File: config.mk
export PLATFORM = sky130hd
export DESIGN_NAME = axis_rr_arbiter
export DESIGN_NICKNAME = d
export VERILOG_FILES = /design/src/rtl/axis_rr_arbiter_pkg.sv /design/src/rtl/rr_priority_pick.sv /design/src/rtl/axis_rr_arbiter.sv
export SDC_FILE = /design/constraint.sdc
export NUM_CORES = 1
export LEC_CHECK = 0
export ABC_AREA = 1
export CORE_ASPECT_RATIO = 1.2
export CORE_MARGIN = 8
export CORE_UTILIZATION = 34
export CTS_BUF_LIST = sky130_fd_sc_hd__clkbuf_16
export DETAILED_ROUTE_END_ITERATION = 10
export HOLD_SLACK_MARGIN = 0.06
export PLACE_DENSITY = 0.87
export SLEW_MARGIN = 20
export SYNTH_ARGS = -nofsm -noshare
export SYNTH_HDL_FRONTEND = slang
export SYNTH_SLANG_ARGS = --single-unit
File: constraint.sdc
create_clock -name aclk -period 1.6 [get_ports aclk]
set_clock_uncertainty 0.05 [all_clocks]
set_input_delay 0.24 -clock aclk [delete_from_list [all_inputs] [get_ports aclk]]
set_output_delay 0.24 -clock aclk [all_outputs]
set_load 0.05 [all_outputs]
File: src/rtl/axis_rr_arbiter_pkg.sv
// Shared types and helpers for the AXI4-Stream round-robin arbiter.
package axis_rr_arbiter_pkg;

   typedef enum logic {
      ST_IDLE  = 1'b0,
      ST_GRANT = 1'b1
   } arb_state_e;

   function automatic int clog2(input int v);
      int r;
      r = 0;
      while ((1 << r) < v) r++;
      return r;
   endfunction

endpackage

File: src/rtl/rr_priority_pick.sv
// Round-robin pick: first requester after last_grant, wrapping modulo N_SRC.
module rr_priority_pick #(
   parameter int N_SRC = 4,
   parameter int IW    = 2
) (
   input  logic [N_SRC-1:0] req,
   input  logic [IW-1:0]    last_grant,
   output logic             valid,
   output logic [IW-1:0]    idx
);

   logic [IW-1:0] cand;

   // Scan farthest-first so the nearest requester is the final assignment.
   always_comb begin
      valid = 1'b0;
      idx   = '0;
      cand  = '0;
      for (int k = N_SRC; k >= 1; k--) begin
         cand = IW'((int'(last_grant) + k) % N_SRC);
         if (req[cand]) begin
            valid = 1'b1;
            idx   = cand;
         end
      end
   end

endmodule

File: src/rtl/axis_rr_arbiter.sv
// Packet-granular round-robin arbiter sharing one AXI4-Stream sink.
module axis_rr_arbiter
   import axis_rr_arbiter_pkg::*;
#(
   parameter int N_SRC      = 4,
   parameter int DATA_WIDTH = 8,
   parameter int MAX_BEATS  = 16,
   localparam int IW        = clog2(N_SRC)
) (
   input  logic                        aclk,
   input  logic                        areset,
   input  logic [N_SRC*DATA_WIDTH-1:0] s_axis_tdata,
   input  logic [N_SRC-1:0]            s_axis_tvalid,
   input  logic [N_SRC-1:0]            s_axis_tlast,
   output logic [N_SRC-1:0]            s_axis_tready,
   output logic [DATA_WIDTH-1:0]       m_axis_tdata,
   output logic                        m_axis_tvalid,
   output logic                        m_axis_tlast,
   input  logic                        m_axis_tready,
   output logic [IW-1:0]               grant_idx,
   output logic                        busy
);

   localparam int CW_RAW = clog2(MAX_BEATS + 1);
   localparam int CW     = (CW_RAW < 1) ? 1 : CW_RAW;
   localparam logic [CW-1:0] CNT_LAST =
      CW'((MAX_BEATS == 0) ? 0 : MAX_BEATS - 1);

   arb_state_e            state;
   logic [IW-1:0]         last_grant;
   logic [CW-1:0]         beat_cnt;
   logic [DATA_WIDTH-1:0] src_data [N_SRC];
   logic                  pick_valid;
   logic [IW-1:0]         pick_idx;
   logic                  beat;
   logic                  release_grant;

   for (genvar i = 0; i < N_SRC; i++) begin : g_unpack
      assign src_data[i] = s_axis_tdata[i*DATA_WIDTH +: DATA_WIDTH];
   end

   rr_priority_pick #(
      .N_SRC (N_SRC),
      .IW    (IW)
   ) u_pick (
      .req        (s_axis_tvalid),
      .last_grant (last_grant),
      .valid      (pick_valid),
      .idx        (pick_idx)
   );

   // Outputs derive from state only, so reset kills tvalid asynchronously.
   assign busy          = (state == ST_GRANT);
   assign m_axis_tdata  = src_data[grant_idx];
   assign m_axis_tvalid = busy & s_axis_tvalid[grant_idx];
   assign m_axis_tlast  = busy & s_axis_tlast[grant_idx];

   always_comb begin
      s_axis_tready = '0;
      if (busy) s_axis_tready[grant_idx] = m_axis_tready;
   end

   assign beat          = m_axis_tvalid & m_axis_tready;
   assign release_grant = beat & (m_axis_tlast |
                          ((MAX_BEATS != 0) & (beat_cnt == CNT_LAST)));

   always_ff @(posedge aclk or posedge areset) begin
      if (areset) begin
         state      <= ST_IDLE;
         grant_idx  <= '0;
         last_grant <= IW'(N_SRC - 1);
         beat_cnt   <= '0;
      end else begin
         unique case (state)
            ST_IDLE: begin
               if (pick_valid) begin
                  grant_idx <= pick_idx;
                  beat_cnt  <= '0;
                  state     <= ST_GRANT;
               end
            end
            ST_GRANT: begin
               if (beat) begin
                  beat_cnt <= beat_cnt + 1'b1;
                  if (release_grant) begin
                     last_grant <= grant_idx;
                     state      <= ST_IDLE;
                  end
               end
            end
         endcase
      end
   end

endmodule
# Word-level counts from Yosys, hierarchy flattened
# Index checks and enable logic that the tools add are counted.
classes:
  add_sub_neg: 5
  order_cmp: 7
  n_eq_ne: 3
  mux: 33
  bitwise: 8
  n_reduce_logical: 4
ops:
  columns: ["operator", "count"]
  rows:
  - ["8-bit binary-select mux with 2-bit select", 1]
  - ["8-bit two-way mux", 2]
  - ["2-bit by 3-bit less-than comparator with 1-bit output (second input constant)", 5]
  - ["1-bit two-way mux", 14]
  - ["1-bit binary-select mux with 2-bit select", 6]
  - ["5-bit two-way mux", 2]
  - ["5-bit case mux with 2 select lines", 1]
  - ["2-bit two-way mux", 4]
  - ["5-bit by 1-bit adder with 5-bit output (second input constant)", 1]
  - ["5-bit by 4-bit == test with 1-bit output (second input constant)", 1]
  - ["2-bit by 1-bit adder with 2-bit output (second input constant)", 2]
  - ["2-bit adder (second input constant)", 2]
  - ["1-bit AND", 4]
  - ["4-bit AND", 1]
  - ["4-bit two-way mux", 1]
  - ["2-bit AND reduction", 2]
  - ["3-bit greater-or-equal comparator (second input constant)", 1]
  - ["2-bit NOT with 3-bit output", 1]
  - ["3-bit AND reduction", 1]
  - ["1-bit demux with 2-bit select", 1]
  - ["2-bit by 1-bit greater-or-equal comparator with 1-bit output (second input constant)", 1]
  - ["2-bit by 1-bit != test with 1-bit output (second input constant)", 1]
  - ["2-bit != test (second input constant)", 1]
  - ["1-bit case mux with 2 select lines", 1]
  - ["other kinds (3)", 3]
word_totals:
  reg_bits: 10
  input_bits: 43

# Logic depth before layout (Yosys ltp)
# Gate-level depths: netlist of run 1.
depth:
  word_depth: 9
  mapped_depth: 12
  mapped_depth_nobuf: 11

# By module
# A second synthesis of run 1 with hierarchy kept.
unflattened:
  hier_cells: 167
  hier_area_um2: 1102.3
modules_own_cells:
  columns: ["module", "n_inst", "cells_each", "area_per_inst_um2", "seq_area_each_um2"]
  rows:
  - ["axis_rr_arbiter", 1, 116, 855.8, 252.7]
  - ["rr_priority_pick", 1, 51, 246.5, 0.0]

# Least setup slack after synthesis of run 1
# Ideal clock, no wire load.
synth_timing:
  path_type: "register to output"
  from: "reg grant_idx[0]"
  to: "out m_axis_tvalid"
  t_arrival_ns: 1.887
  t_required_ns: 1.310
  setup_slack_ns: -0.577
  stages_incl_launch_ff: 6
  path_cell_list: "dfrtp_1 -> buf_4 -> nand2_1 -> o22ai_2 -> nor2_2 -> nor2_1"
synth_via:
  elab_chain_len: 3
synth_rtl:
  columns: ["element", "line_no", "rtl"]
  rows:
  - ["from (decl)", "axis_rr_arbiter.sv:20", "output logic [IW-1:0] grant_idx,"]
  - ["from (signal assigned)", "axis_rr_arbiter.sv:77", "grant_idx <= pick_idx;"]
  - ["1-bit binary-select mux with 2-bit select", "axis_rr_arbiter.sv:55", "assign m_axis_tvalid = busy & s_axis_tvalid[grant_idx];"]
  - ["1-bit two-way mux (not written as such)", "axis_rr_arbiter.sv:55", null]
  - ["1-bit AND", "axis_rr_arbiter.sv:55", null]
  - ["to (decl)", "axis_rr_arbiter.sv:17", "output logic m_axis_tvalid,"]
# Every way passes these cells. The select of a mux whose other input is x is not followed.

# Worst setup path after layout of run 1
layout_timing:
  from: "reg grant_idx[1]"
  to: "out m_axis_tdata[5]"
layout_via:
  elab_chain_len: 4
layout_rtl:
  columns: ["element", "line_no", "rtl"]
  rows:
  - ["2-bit NOT with 3-bit output (not written as such)", "axis_rr_arbiter.sv:54", "assign m_axis_tdata = src_data[grant_idx];"]
  - ["8-bit binary-select mux with 2-bit select", "axis_rr_arbiter.sv:54", null]
  - ["8-bit two-way mux (not written as such) (2 in a row)", "axis_rr_arbiter.sv:54", null]
  - ["to (decl)", "axis_rr_arbiter.sv:16", "output logic [DATA_WIDTH-1:0] m_axis_tdata,"]
# Every way passes these cells. The select of a mux whose other input is x is not followed.

==> results of run 1 <==
==> cell usage in the layout (no fill, tap or decap), types with 2 or more instances in the layout <==
cell type / Yosys / final
a22oi_2: 0 / 8
and2_4: 0 / 2
buf_12: 0 / 17
buf_4: 1 / 16
buf_6: 1 / 6
clkbuf_16: 0 / 3
clkdlybuf4s50_1: 0 / 42
dfrtp_1: 8 / 6
dfrtp_2: 0 / 2
dfstp_2: 2 / 2
ha_1: 2 / 2
inv_1: 17 / 15
inv_2: 3 / 2
inv_4: 1 / 2
nand2_1: 54 / 44
nand2_2: 3 / 10
nand2_4: 1 / 4
nand3_1: 26 / 10
nand3_2: 0 / 16
nor2_1: 12 / 5
nor2_4: 3 / 11
o21ai_1: 3 / 4
o22ai_2: 2 / 2
==> metal layers <==
layer	vias up	global-route usage, %
met4	0	9.64
li1	691	-
met2	75	29.7
met5	-	0
met3	24	4.26
met1	725	18.7
==> cells in the mapped netlist, drive strengths merged <==
library cell and number:
o21ai 4, dfstp 2, ha 2, dfrtp 8
xor2 1, nand4 1, a22oi 8, buf 4
inv 21, nand2 58, o21bai 1, nor3b 1
nand3b 1, nor2 17, o22ai 3, or2 1
and2 2, a21oi 2, nand3 26
==> critical path, cell delays in order, from the launching register on <==
cell	delay [ns]
dfrtp_2	0.46
buf_4	0.16
buf_4	0.14
buf_8	0.14
nand3_1	0.11
nand3_2	0.13
buf_12	0.18
==> where the power goes <==
part	total [mW]	internal, mW	switching (mW)
clock network	0.448	0.325	0.124
registers	0.544	0.368	0.176
logic	4.44	2.00	2.45
total	5.44	2.69	2.75
==> cell type report <==
type,instances,share of cell area (%)
Clock buffer,3,3.21
Inverter,21,3.96
Multi-Input combinational cell,128,38.8
Sequential cell,10,10.9
Tap cell,36,1.93
Timing Repair Buffer,82,41.2
==> cells by family (layout without fill, tap and decap cells) <==
logic type	after synthesis	after routing
AO/OA/AOI/OAI	18	18
buffers and inverters	25	106
AND/OR/NAND/NOR	107	107
adder cells (fa/ha/maj)	2	2
XOR/XNOR	1	1
flip-flops	10	10
==> flip-flops by register name, indices dropped and copies added (netlist names) <==
name,flops
last_grant,2
beat_cnt,5
grant_idx,2
busy,1
==> repair_timing <==
item                       4_1_cts  5_1_grt
resized for setup               19       31
hold buffers                     0        0
setup endpoints to repair       18       21
buffers inserted                 5        4
pin swaps                        6       23
==> worst min path at each step <==
stage / from / endpoint / slack, ns / cells past startpoint
after floorplan: areset / beat_cnt[0] / 0.03 / 1
after global placement: last_grant[1] / last_grant[1] / 0.45 / 2
after detailed placement: last_grant[1] / last_grant[1] / 0.46 / 2
after CTS: areset / beat_cnt[4] / 0.24 / 2
after global routing: areset / beat_cnt[3] / 0.26 / 2
final: areset / grant_idx[1] / 0.24 / 2
==> metrics by stage <==
stage / setup TNS, ns / area [sq um] / hold WS [ns] / power, mW / util (%)
2_1_floorplan: -0.154 / 1120 / 0.0286 / 2.63 / -
3_3_place_gp: -0.339 / 2010 / 0.451 / 4.29 / 67.5
3_5_place_dp: -0.853 / 2010 / 0.458 / 4.35 / 67.5
4_1_cts: -1.18 / 2200 / 0.243 / 5.06 / 74.2
5_1_grt: -2.96 / 2340 / 0.258 / 5.68 / 78.7
6_report: -1.92 / 2340 / 0.235 / 5.44 / 78.7
==> summary.txt, run 1 <==
Setup path
  • Required @ worst endpoint: 1.31 ns
  • Crit Reg-Reg Endpoint: busy
  • Crit end category: output pin
  • Reg2Reg Setup Slack: -0.11 ns
  • Crit Path Category: reg2out
  • Reg2reg path depth: 9
  • Worst setup path startpoint: grant_idx[1]
  • Critical path fanouts, max: 8
  • R2R Path Start: grant_idx[0]
  • Setup crit end: m_axis_tdata[5]
  • Worst EP arrival: 1.55 ns
  • Crit path launch type: flip-flop

Drt
  • Top routing layer in use: met4
  • Post-route ant nets: 0
  • Via-to-Cell Ratio: 5.41
  • DR pass1 iterations: 4
  • Routed wire length: 5.16 mm
  • Met3 WL: 426 um
  • Post-route DRC: 0
  • M1 WL: 1.81 mm
  • Avg WL per Cell: 18.4 um
  • Iter 0 DRT Violations: 35
  • Met2 WL post-DR: 2.68 mm
  • Via count: 1,515

STA
  • Final period util: 115%
  • Rel. slew slack: 74.5%
  • Final min period: 1.84 ns
  • Hold Fails Final Rpt: 0
  • RSZ-0062 raised after global routing: yes
  • Fin worst setup slack: -0.240 ns
  • Setup violators final: 17
  • Worst slew pin tran: 0.382 ns
  • F_max: 544 MHz
  • Max Slew Vio Count: 0

Placement
  • Number of placed instances, taps included: 269
  • Setup slack at placement: -0.158 ns
  • IO buf count: 59
  • Hpwl dp: 3.34 mm
  • Final Wtd Congestion: 0.847

Floorplanning
  • Overall die area: 5040 sq um
  • Core box area: 2970 sq um
  • Starting Density: 34.6%
  • Boundary pin count: 60
  • Die H: 76.2 um
  • Site Rows: 22
  • Die width: 66.2 um

Logic synthesis
  • Post-Syn Instances: 163
  • Synth Area in XOR/XNOR: 0.853%
  • Net count after synthesis: 208
  • Largest family of logic cells by synthesized area: simple AND/OR/NAND/NOR gates
  • Synth cell types: 30
  • Adder-Cell Fraction of Synth Area: 2.44%
  • Yosys reg bits: 10
  • Post-synthesis compound-gate area fraction: 13.3%
  • Mux contribution to synthesized area: 0%
  • Seq/Total Area, Yosys: 24.6%
  • Synth top area cells: nand2_1, dfrtp_1, nand3_1
  • Syn avg cell area: 6.30 sq um
  • Simple-Gate Fraction of Synth Area: 48.1%
  • Post-synth top area share: 19.7%
  • Largest area contributor in the netlist: nand2_1
  • Post-Syn Area: 1030 sq um
  • YS warnings: 0

Status
  • Failing checks: setup timing
  • Status: finished with violations

Layout
  • Ant. Diodes: 0
  • FILL cells: 174
  • Register area: 255 sq um
  • Synth-to-Final Area Change: 128%
  • Share of layout cells above drive strength 1: 45.5%
  • Multi-input logic area: 908 sq um
  • Final cell count without fillers: 280
  • Nets: 291

Clocking
  • Clock Latency Late Sink: 0.24 ns
  • CTS clk-pin slew, worst paths: 0.04 ns
  • H-tree depth: 1
  • CTS tree: built
  • CTS Root Cell: clkbuf_16
  • Max clock buf depth: 2
  • CTS Sinks: 10
  • Total CTS buffers: 3

Global route
  • Vias in the first global route: 1,586
  • Antenna violations before repair: 0
  • Grt total ovfl: 0
  • First-pass GRT wire length: 7.18 mm
  • Largest net degree at the start of global routing: 11
  • Global-route usage over all layers: 17.5%

Power
  • Static Leak: 1.07 nW
  • Worst VDD drop: 1.89 mV
  • Power Density: 2320 nW/um^2

Job
  • Max-cap violations: 0

Worst hold path
  • HP Class: in2async
(Power assumes the default switching activity.)
==> inputs of run 2 (changes only) <==
--- a/config.mk
+++ b/config.mk
@@ -6,6 +6,7 @@
 export NUM_CORES = 1
 export LEC_CHECK = 0
 export ABC_AREA = 1
+export ABC_CLOCK_PERIOD_IN_PS = 1600
 export CORE_ASPECT_RATIO = 1.2
 export CORE_MARGIN = 8
 export CORE_UTILIZATION = 34
==> results of run 2 <==
No change in the layout: final DEF, timing and power equal those of run 1.
